## src/rtl/uart_char_receiver_pkg.sv

```systemverilog
// rtl/uart_char_receiver_pkg.sv - shared types and defaults for the UART character receiver
//
// Purpose : receiver FSM state encodings and board-level default parameters.
// Ports   : none (package).

package uart_char_receiver_pkg;

    // 25 MHz system clock / 115200 baud
    localparam int         DEFAULT_CLKS_PER_BIT = 217;

    // ASCII space, so the display decoder shows a blank digit
    localparam logic [7:0] DEFAULT_RESET_CHAR   = 8'h20;

    typedef enum logic [2:0] {
        IDLE  = 3'd0,
        START = 3'd1,
        DATA  = 3'd2,
        STOP  = 3'd3,
        BREAK = 3'd4
    } uart_state_t;

endpackage

```

## src/rtl/sync_2ff.sv

```systemverilog
// rtl/sync_2ff.sv - two-flop synchronizer with parameterized reset value
//
// Purpose : brings an asynchronous level into the i_Clk domain. Also reused
//           for switch inputs ahead of the debouncer.
// Ports   : i_Clk   - destination clock
//           i_Rst_L - synchronous active-low reset, loads RESET_VAL into both flops
//           i_D     - asynchronous input
//           o_Q     - synchronized output (two flops deep)

module sync_2ff #(
    parameter int               WIDTH     = 1,
    parameter logic [WIDTH-1:0] RESET_VAL = '1
) (
    input  logic             i_Clk,
    input  logic             i_Rst_L,
    input  logic [WIDTH-1:0] i_D,
    output logic [WIDTH-1:0] o_Q
);

    logic [WIDTH-1:0] r_meta;
    logic [WIDTH-1:0] r_sync;

    always_ff @(posedge i_Clk) begin
        if (!i_Rst_L) begin
            r_meta <= RESET_VAL;
            r_sync <= RESET_VAL;
        end else begin
            r_meta <= i_D;
            r_sync <= r_meta;
        end
    end

    assign o_Q = r_sync;

endmodule

```

## src/rtl/uart_char_receiver.sv

```systemverilog
// rtl/uart_char_receiver.sv - 8N1 UART receiver holding the last good byte for the display decoder
//
// Purpose : receives 8N1 frames on i_UART_RX and holds the last correctly
//           framed byte as a character code for the seven-segment decoder.
// Ports   : i_Clk       - system clock
//           i_Rst_L     - synchronous active-low reset
//           i_UART_RX   - asynchronous serial line, idles high
//           o_Character - last good byte, RESET_CHAR after reset
//           o_Valid     - one-cycle pulse when o_Character updates
//           o_Error     - one-cycle pulse when a stop bit is sampled low
//           o_Busy      - high whenever the FSM is not in IDLE

module uart_char_receiver
    import uart_char_receiver_pkg::*;
#(
    parameter int         CLKS_PER_BIT = DEFAULT_CLKS_PER_BIT,
    parameter logic [7:0] RESET_CHAR   = DEFAULT_RESET_CHAR
) (
    input  logic       i_Clk,
    input  logic       i_Rst_L,
    input  logic       i_UART_RX,
    output logic [7:0] o_Character,
    output logic       o_Valid,
    output logic       o_Error,
    output logic       o_Busy
);

    localparam int CW = $clog2(CLKS_PER_BIT);

    // The counter is cleared on the edge that enters a state, so the edge on
    // which it holds N-1 is the N-th edge spent in that state.
    localparam logic [CW-1:0] BIT_LAST  = CW'(CLKS_PER_BIT - 1);
    localparam logic [CW-1:0] HALF_LAST = CW'((CLKS_PER_BIT - 1) / 2 - 1);

    uart_state_t   r_state;
    uart_state_t   w_state_next;
    logic [CW-1:0] r_count;
    logic [2:0]    r_index;
    logic [7:0]    r_shift;
    logic [7:0]    r_char;
    logic          r_valid;
    logic          r_error;

    logic          w_rx_s;
    logic          w_cnt_clr;
    logic          w_cnt_inc;
    logic          w_idx_clr;
    logic          w_take_bit;
    logic          w_load;
    logic          w_frame_err;

    // Reset value 1 so a reset never looks like a start edge.
    sync_2ff #(
        .WIDTH     (1),
        .RESET_VAL (1'b1)
    ) u_rx_sync (
        .i_Clk   (i_Clk),
        .i_Rst_L (i_Rst_L),
        .i_D     (i_UART_RX),
        .o_Q     (w_rx_s)
    );

    always_ff @(posedge i_Clk) begin
        if (!i_Rst_L) begin
            r_state <= IDLE;
        end else begin
            r_state <= w_state_next;
        end
    end

    always_comb begin
        w_state_next = r_state;
        w_cnt_clr    = 1'b0;
        w_cnt_inc    = 1'b0;
        w_idx_clr    = 1'b0;
        w_take_bit   = 1'b0;
        w_load       = 1'b0;
        w_frame_err  = 1'b0;

        case (r_state)
            IDLE: begin
                if (!w_rx_s) begin
                    w_state_next = START;
                    w_cnt_clr    = 1'b1;
                end
            end

            START: begin
                if (r_count == HALF_LAST) begin
                    if (w_rx_s) begin
                        // Line went back high before mid start bit: glitch.
                        w_state_next = IDLE;
                    end else begin
                        w_state_next = DATA;
                        w_cnt_clr    = 1'b1;
                        w_idx_clr    = 1'b1;
                    end
                end else begin
                    w_cnt_inc = 1'b1;
                end
            end

            DATA: begin
                if (r_count == BIT_LAST) begin
                    w_take_bit = 1'b1;
                    w_cnt_clr  = 1'b1;
                    if (r_index == 3'd7) begin
                        w_state_next = STOP;
                    end
                end else begin
                    w_cnt_inc = 1'b1;
                end
            end

            STOP: begin
                if (r_count == BIT_LAST) begin
                    w_cnt_clr = 1'b1;
                    if (w_rx_s) begin
                        w_load       = 1'b1;
                        w_state_next = IDLE;
                    end else begin
                        w_frame_err  = 1'b1;
                        w_state_next = BREAK;
                    end
                end else begin
                    w_cnt_inc = 1'b1;
                end
            end

            BREAK: begin
                // Hold off until the line idles so a long break gives one error.
                if (w_rx_s) begin
                    w_state_next = IDLE;
                end
            end

            default: begin
                w_state_next = IDLE;
            end
        endcase
    end

    always_ff @(posedge i_Clk) begin
        if (!i_Rst_L) begin
            r_count <= '0;
            r_index <= 3'd0;
            r_shift <= 8'h00;
            r_char  <= RESET_CHAR;
            r_valid <= 1'b0;
            r_error <= 1'b0;
        end else begin
            if (w_cnt_clr) begin
                r_count <= '0;
            end else if (w_cnt_inc) begin
                r_count <= r_count + CW'(1);
            end

            if (w_idx_clr) begin
                r_index <= 3'd0;
            end else if (w_take_bit) begin
                r_index <= r_index + 3'd1;
            end

            if (w_take_bit) begin
                r_shift[r_index] <= w_rx_s;
            end

            if (w_load) begin
                r_char <= r_shift;
            end

            r_valid <= w_load;
            r_error <= w_frame_err;
        end
    end

    assign o_Character = r_char;
    assign o_Valid     = r_valid;
    assign o_Error     = r_error;
    assign o_Busy      = (r_state != IDLE);

endmodule

```

## config.mk

```make
export PLATFORM = sky130hd
export DESIGN_NAME = uart_char_receiver
export DESIGN_NICKNAME = d
export VERILOG_FILES = /design/src/rtl/uart_char_receiver_pkg.sv /design/src/rtl/sync_2ff.sv /design/src/rtl/uart_char_receiver.sv
export SDC_FILE = /design/constraint.sdc
export NUM_CORES = 1
export LEC_CHECK = 0
export CAP_MARGIN = 20
export CORE_ASPECT_RATIO = 0.5
export CORE_MARGIN = 10
export CORE_UTILIZATION = 32
export CTS_CLUSTER_SIZE = 25
export DETAILED_ROUTE_END_ITERATION = 12
export PLACE_DENSITY = 0.6
export SLEW_MARGIN = 10
export SYNTH_ARGS = -nofsm -noshare
export SYNTH_HDL_FRONTEND = slang
export SYNTH_SLANG_ARGS = --single-unit
```

## constraint.sdc

```tcl
create_clock -name i_Clk -period 2.95 [get_ports i_Clk]
set_input_delay 0.295 -clock i_Clk [delete_from_list [all_inputs] [get_ports i_Clk]]
set_output_delay 0.295 -clock i_Clk [all_outputs]
set_load 0.01 [all_outputs]
```

==> key figures, run 1 <==
Outcome
  • Outcome: complete, no violations

Placement
  • Cell Area, Placed: 0.00186 mm²
  • DP Cell Count: 262
  • # port buffers: 13
  • Pre-CTS WS: 0.955 ns
  • Gpl congestion: 0.808
  • Hpwl dp: 2580 µm

Finish
  • Area Growth Syn to Fin: 17.0%
  • Cell Count, Final, Fillers Out: 269
  • Commonest non-fill, non-tap cell in the layout: dfxtp_1
  • Diode count: 0
  • Fin area: 0.00198 mm²
  • Most frequent cells in the layout: dfxtp_1, nor2_1, clkdlybuf4s50_1, mux2i_1, nand3_1
  • Fillcell total: 505
  • Nets: 206
  • Fraction of layout cells with a size suffix above 1: 0.0704

Synthesis
  • Mean post-synth cell area: 8.98 µm²
  • Post-Synthesis Cells: 188
  • Yosys top cell area share: 0.403
  • Syn Nets: 195
  • Synthesized area: 0.00169 mm²
  • Number of synthesized flops with an enable pin: 0
  • Sequential fraction of the synthesis area: 0.403
  • Top_reg_cell synth: dfxtp_1
  • Area contributors post-synth: dfxtp_1, mux2i_1, nor2_1
  • Yosys warns: 0
  • Async set-or-reset flop fraction in the synthesized netlist: 0
  • Post-synth cell types: 48
  • Synthesized flop and latch total: 34
  • Largest area contributor in the netlist: dfxtp_1

Global route
  • Antenna violations before repair: 0
  • Total gr overflow: 0
  • GRT Overall Usage: 0.0872
  • Largest net degree at the start of global routing: 19
  • Vias in the first global route: 1297
  • First-pass GRT wire length: 6300 µm

Floorplanning
  • # IOs: 14
  • DIE AREA: 0.00876 mm²
  • Rows: 18
  • Starting Density: 0.336
  • Die width: 123 µm
  • Core ar.: 0.00502 mm²
  • DIE HEIGHT: 71.4 µm

Setup path
  • Peak per-stage delay on the critical path: 0.67 ns
  • Slowest CP cell: dfxtp_1
  • CP Max Fanout: 16
  • CP Cell Sequence: or3_1 -> clkdlybuf4s50_1
  • CP required: 2.65 ns
  • Top delay family on crit path: flip-flops
  • Crit path arrival time: 1.68 ns
  • Buf+Inv Stages, Crit Path: 1
  • Critical Path Source Type: flop
  • Worst Setup End Kind: output pin
  • Crit path kind: reg2out

Power
  • Clock network fraction of total power: 0.462
  • Sequential power share: 0.507
  • Combinational Power Share: 0.031
  • Static leakage: 0.734 nW
  • Switch share: 0.195
  • Pwr per Cell Area: 468 mW/mm²
  • Switching Power: 0.181 mW
  • Cell Int Power: 0.744 mW
  • VDD IR-drop max: 0.000193 V

Clocking
  • H-tree depth: 2
  • Root Driver: clkbuf_8
  • Clock buffer count from CTS: 5
  • Post-CTS Hold Buffers: 0
  • TritonCTS clock tree: yes
  • CTS resizes: 0
  • CTS sink count: 34
  • Clock transition at path regs: 0.07 ns
  • Deepest clock path buffer count: 2
  • Clk Latency, worst-skew pair: 0.28 ns
  • Setup repair bufs after CTS: 0

Routing
  • Drt drc: 0
  • Drt total wl: 3720 µm
  • WL per Instance: 13.8 µm
  • Post-DRT Antenna Nets: 0
  • DR vias: 1411
  • Vias/cell: 5.25
  • Starting DRC count in detailed routing: 128
  • First-pass DRT Iterations: 4

Hold path
  • Tightest Hold Check Type: reg2reg

Timing
  • TNS Setup: 0 ns
  • Final hold vios: 0
  • Final worst-path cycle share: 0.669
  • Worst slew pin tran: 0.544 ns
  • Final setup viols: 0
  • Fin. max-slew vios: 0
  • Skew final: 0.00845 ns
  • Final worst setup slack: 0.978 ns
  • Fmax: 0.507 GHz
  • Slew headroom: 0.637
  • Tmin final: 1.97 ns
  • Setup repair after global routing missed its margin: no

Run
  • Max cap viols: 0
[power by group through the flow]
stage          registers, mW  clock network (mW)  logic (mW)
2_1_floorplan          0.475                   0      0.0219
3_5_place_dp           0.479                   0      0.0289
6_report               0.469               0.427      0.0287
3_3_place_gp           0.478                   0      0.0287
4_1_cts                0.468               0.440      0.0289
5_1_grt                0.469               0.455      0.0324
[through the flow]
step | util | hold slack [ns] | power (mW)
after floorplan | - | 0.357 | 0.497
after global placement | 0.371 | 0.399 | 0.507
after detailed placement | 0.371 | 0.400 | 0.508
after CTS | 0.393 | 0.416 | 0.937
after global routing | 0.393 | 0.433 | 0.956
final | 0.393 | 0.413 | 0.924
[worst paths after layout]
path | from | end | slack (ns) | cells after the start
hold / removal | u_rx_sync.r_meta | u_rx_sync.o_Q | 0.41 | 1
hold reg to reg | u_rx_sync.r_meta | u_rx_sync.o_Q | 0.41 | 1
setup / recovery | r_state[0] | o_Busy | 0.98 | 2
setup reg to reg | r_state[0] | r_count[0] | 1.01 | 4
[registers in the layout (all words and copies together) (netlist names)]
| name | flops |
|---|---|
| o_Error | 1 |
| o_Character | 8 |
| u_rx_sync.o_Q | 1 |
| r_count | 8 |
| r_index | 3 |
| r_state | 3 |
| u_rx_sync.r_meta | 1 |
| o_Valid | 1 |
| r_shift | 8 |
[per-layer routing]
metal	GRT usage	wire length, µm	vias up
met5	0	0	-
met4	0.0338	51	0
met3	0.0281	200	4
met2	0.138	1640	34
met1	0.108	1840	669
li1	-	-	704
[synth_stat cells (3+ instances only)]
cell type,n
nor3_1,7
a21oi_1,11
ha_1,4
nand2b_1,5
dfxtp_1,34
nand3_1,12
inv_1,3
nor2_1,21
nand4_1,3
mux2i_1,12
nor4_1,4
buf_2,5
xnor2_1,5
o21ai_0,9
clkbuf_1,4
nand2_1,8
and3_1,3
[kinds of logic (layout without fill, tap and decap cells)]
| group | after synthesis | in the layout | share of synthesized area |
|---|---|---|---|
| fa+ha+maj | 4 | 4 | 0.0296 |
| xor+xnor | 7 | 7 | 0.0363 |
| flops | 34 | 34 | 0.403 |
| simple gates | 84 | 84 | 0.289 |
| buf+inv | 14 | 25 | 0.0393 |
| mux | 12 | 12 | 0.0711 |
| compound gates | 33 | 33 | 0.132 |
[final cells by class]
class                   instances  area, µm²  area share
flip-flops and latches         34        681       0.345
multi-input cells             140        942       0.477
well taps                      70       87.6      0.0443
repair buffers                 14        138      0.0697
clock buffers                   6       82.6      0.0418
clock inverters                 1       30.0      0.0152
inverters                       4       15.0     0.00760
Power figures use the tool's default switching activity.
==> run 2: changes to the inputs <==
--- a/config.mk
+++ b/config.mk
@@ -11,7 +11,7 @@
 export CORE_UTILIZATION = 32
 export CTS_CLUSTER_SIZE = 25
 export DETAILED_ROUTE_END_ITERATION = 12
-export PLACE_DENSITY = 0.6
+export PLACE_DENSITY = 0.62
 export SLEW_MARGIN = 10
 export SYNTH_ARGS = -nofsm -noshare
 export SYNTH_HDL_FRONTEND = slang
==> constraint.sdc (replaced) <==
create_clock -name i_Clk -period 1.6 [get_ports i_Clk]
set_input_delay 0.16 -clock i_Clk [delete_from_list [all_inputs] [get_ports i_Clk]]
set_output_delay 0.16 -clock i_Clk [all_outputs]
set_load 0.01 [all_outputs]
==> key figures, run 2 (synthesis gave the netlist of run 1 again) <==
Outcome
  • Outcome: complete, no violations (unchanged)

Setup path
  • Crit path arrival time: 1.79 ns (was 1.68 ns)
  • Peak per-stage delay on the critical path: 0.36 ns (was 0.67 ns)
  • Worst Setup End Kind: flop (was output pin)
  • CP Max Fanout: 8 (was 16)
  • Critical Path Source Type: flop (unchanged)
  • Crit path kind: reg2reg (was reg2out)
  • CP required: 1.80 ns (was 2.65 ns)
  • Slowest CP cell: dfxtp_2 (was dfxtp_1)
  • CP Cell Sequence: inv_2 -> ha_2 -> and3b_2 -> buf_6 -> o211ai_1 -> a21oi_2 -> a221oi_2 (was or3_1 -> clkdlybuf4s50_1)
  • R2r setup slk: 0.007 ns (was 1.01 ns)

Timing
  • Final worst-path cycle share: 0.996
  • Hold slack: 0.407 ns (was 0.413 ns)
  • Skew final: 0.00654 ns (was 0.00845 ns)
  • Final hold vios: 0 (unchanged)
  • Worst slew pin tran: 0.564 ns (was 0.544 ns)
  • Fin. max-slew vios: 0 (unchanged)
  • Fmax: 0.628 GHz
  • Tmin final: 1.59 ns
  • Setup repair after global routing missed its margin: yes (was no)
  • Final setup viols: 0 (unchanged)
  • Slew headroom: 0.621 (was 0.637)
  • TNS Setup: 0 ns (unchanged)
  • Final worst setup slack: 0.00672 ns (was 0.978 ns)

Clocking
  • Root Driver: clkbuf_8 (unchanged)
  • Post-CTS Hold Buffers: 0 (unchanged)
  • CTS sink count: 34 (unchanged)
  • Deepest clock path buffer count: 2 (unchanged)
  • Clock transition at path regs: 0.07 ns (about the same)
  • H-tree depth: 2 (unchanged)
  • Clk Latency, worst-skew pair: 0.29 ns (was 0.28 ns)
  • Clock buffer count from CTS: 5 (unchanged)
  • TritonCTS clock tree: yes (unchanged)

Power
  • VDD IR-drop max: 0.000262 V (was 0.000193 V)
  • Total power: 1.61 mW (was 0.924 mW)
  • Pwr per Cell Area: 723 mW/mm² (was 468 mW/mm²)
  • Static leakage: 0.858 nW (was 0.734 nW)

Floorplanning
  • DIE HEIGHT: 71.4 µm (unchanged)
  • DIE AREA: 0.00876 mm² (unchanged)
  • Core ar.: 0.00502 mm² (unchanged)
  • Starting Density: 0.336 (unchanged)
  • # IOs: 14 (unchanged)
  • Rows: 18 (unchanged)
  • Die width: 123 µm (unchanged)

Routing
  • Vias/cell: 5.10 (was 5.25)
  • WL per Instance: 13.9 µm (was 13.8 µm)
  • Drt total wl: 4090 µm (was 3720 µm)
  • Post-DRT Antenna Nets: 0 (unchanged)
  • Starting DRC count in detailed routing: 89 (was 128)
  • First-pass DRT Iterations: 4 (unchanged)
  • DR vias: 1499 (was 1411)
  • Drt drc: 0 (unchanged)

Placement
  • Pre-CTS WS: -0.103 ns (was 0.955 ns)
  • Hpwl dp: 2910 µm (was 2580 µm)
  • Gpl congestion: 0.862 (was 0.808)
  • DP Cell Count: 281 (was 262)
  • # port buffers: 13 (unchanged)

Finish
  • Area Growth Syn to Fin: 32.0% (was 17.0%)
  • Diode count: 0 (unchanged)
  • Fraction of layout cells with a size suffix above 1: 0.259 (was 0.0704)
  • Nets: 230 (was 206)
  • Cell Count, Final, Fillers Out: 294 (was 269)
  • Most frequent cells in the layout: dfxtp_1, buf_4, nor2_1 (was dfxtp_1, nor2_1, clkdlybuf4s50_1, mux2i_1, nand3_1)
  • Commonest non-fill, non-tap cell in the layout: dfxtp_1 (unchanged)
  • Fillcell total: 480 (was 505)

Global route
  • First-pass GRT wire length: 6840 µm (was 6300 µm)
  • Vias in the first global route: 1426 (was 1297)
  • Total gr overflow: 0 (unchanged)
  • Largest net degree at the start of global routing: 16 (was 19)
  • Antenna violations before repair: 0 (unchanged)
  • GRT Overall Usage: 0.0953 (was 0.0872)

Run
  • Max cap viols: 0 (unchanged)

Hold path
  • Tightest Hold Check Type: reg2reg (unchanged)
[run 2: cell count changes in the layout (fill, tap and decap cells not counted), sizes merged]
cell	delta
clkinv	+1
clkdlybuf4s15	+1
clkinvlp	+1
buf	+24
bufinv	-1
clkdlybuf4s50	-1
[run 2: critical path: cells and delay by family, from the launching register on]
family / cells / cell delay, ns
AOI/OAI and AO/OA: 3 / 0.48
buffers and inverters: 2 / 0.20
DFF: 1 / 0.36
and+or+nand+nor: 1 / 0.29
adders and majority gates: 1 / 0.18
[run 2: metrics by stage]
step	utilization	instance area [µm²]
3_5_place_dp	0.399	2010
6_report	0.444	2230
5_1_grt	0.444	2230
4_1_cts	0.426	2140
3_3_place_gp	0.399	2010
2_1_floorplan	-	1690
[run 2: power breakdown]
part | switching, mW | leakage (nW) | internal [mW]
combinational | 0.0489 | 0.534 | 0.0355
sequential | 0.00333 | 0.276 | 0.852
clock | 0.326 | 0.0472 | 0.346
total | 0.378 | 0.858 | 1.23
[run 2: final timing paths]
path | startpoint | to | cells after the start
max | r_count[0] | r_state[0] | 7
min | u_rx_sync.r_meta | u_rx_sync.o_Q | 1
max reg2reg | r_count[0] | r_state[0] | 7
min reg2reg | u_rx_sync.r_meta | u_rx_sync.o_Q | 1
[run 2: timing repair]
action,CTS,global route
pin swaps,1,5
setup buffers,1,4
cloned,0,0
resized for setup,9,22
setup endpoints to repair,18,24
[run 2: layer usage]
| metal | wire length (µm) | track usage |
|---|---|---|
| met1 | 1910 | 0.121 |
| met2 | 1880 | 0.149 |
| met3 | 206 | 0.0242 |
| met4 | 91 | 0.0429 |
| met5 | 0 | 0 |
[run 2: final cells by class]
type | count | area [µm²] | area share
clock buffers | 6 | 82.6 | 0.0370
clock inverters | 2 | 12.5 | 0.00561
inverters | 4 | 15.0 | 0.00673
multi-input cells | 140 | 1020 | 0.460
flip-flops and latches | 34 | 686 | 0.308
well taps | 70 | 87.6 | 0.0393
repair buffers | 38 | 322 | 0.144
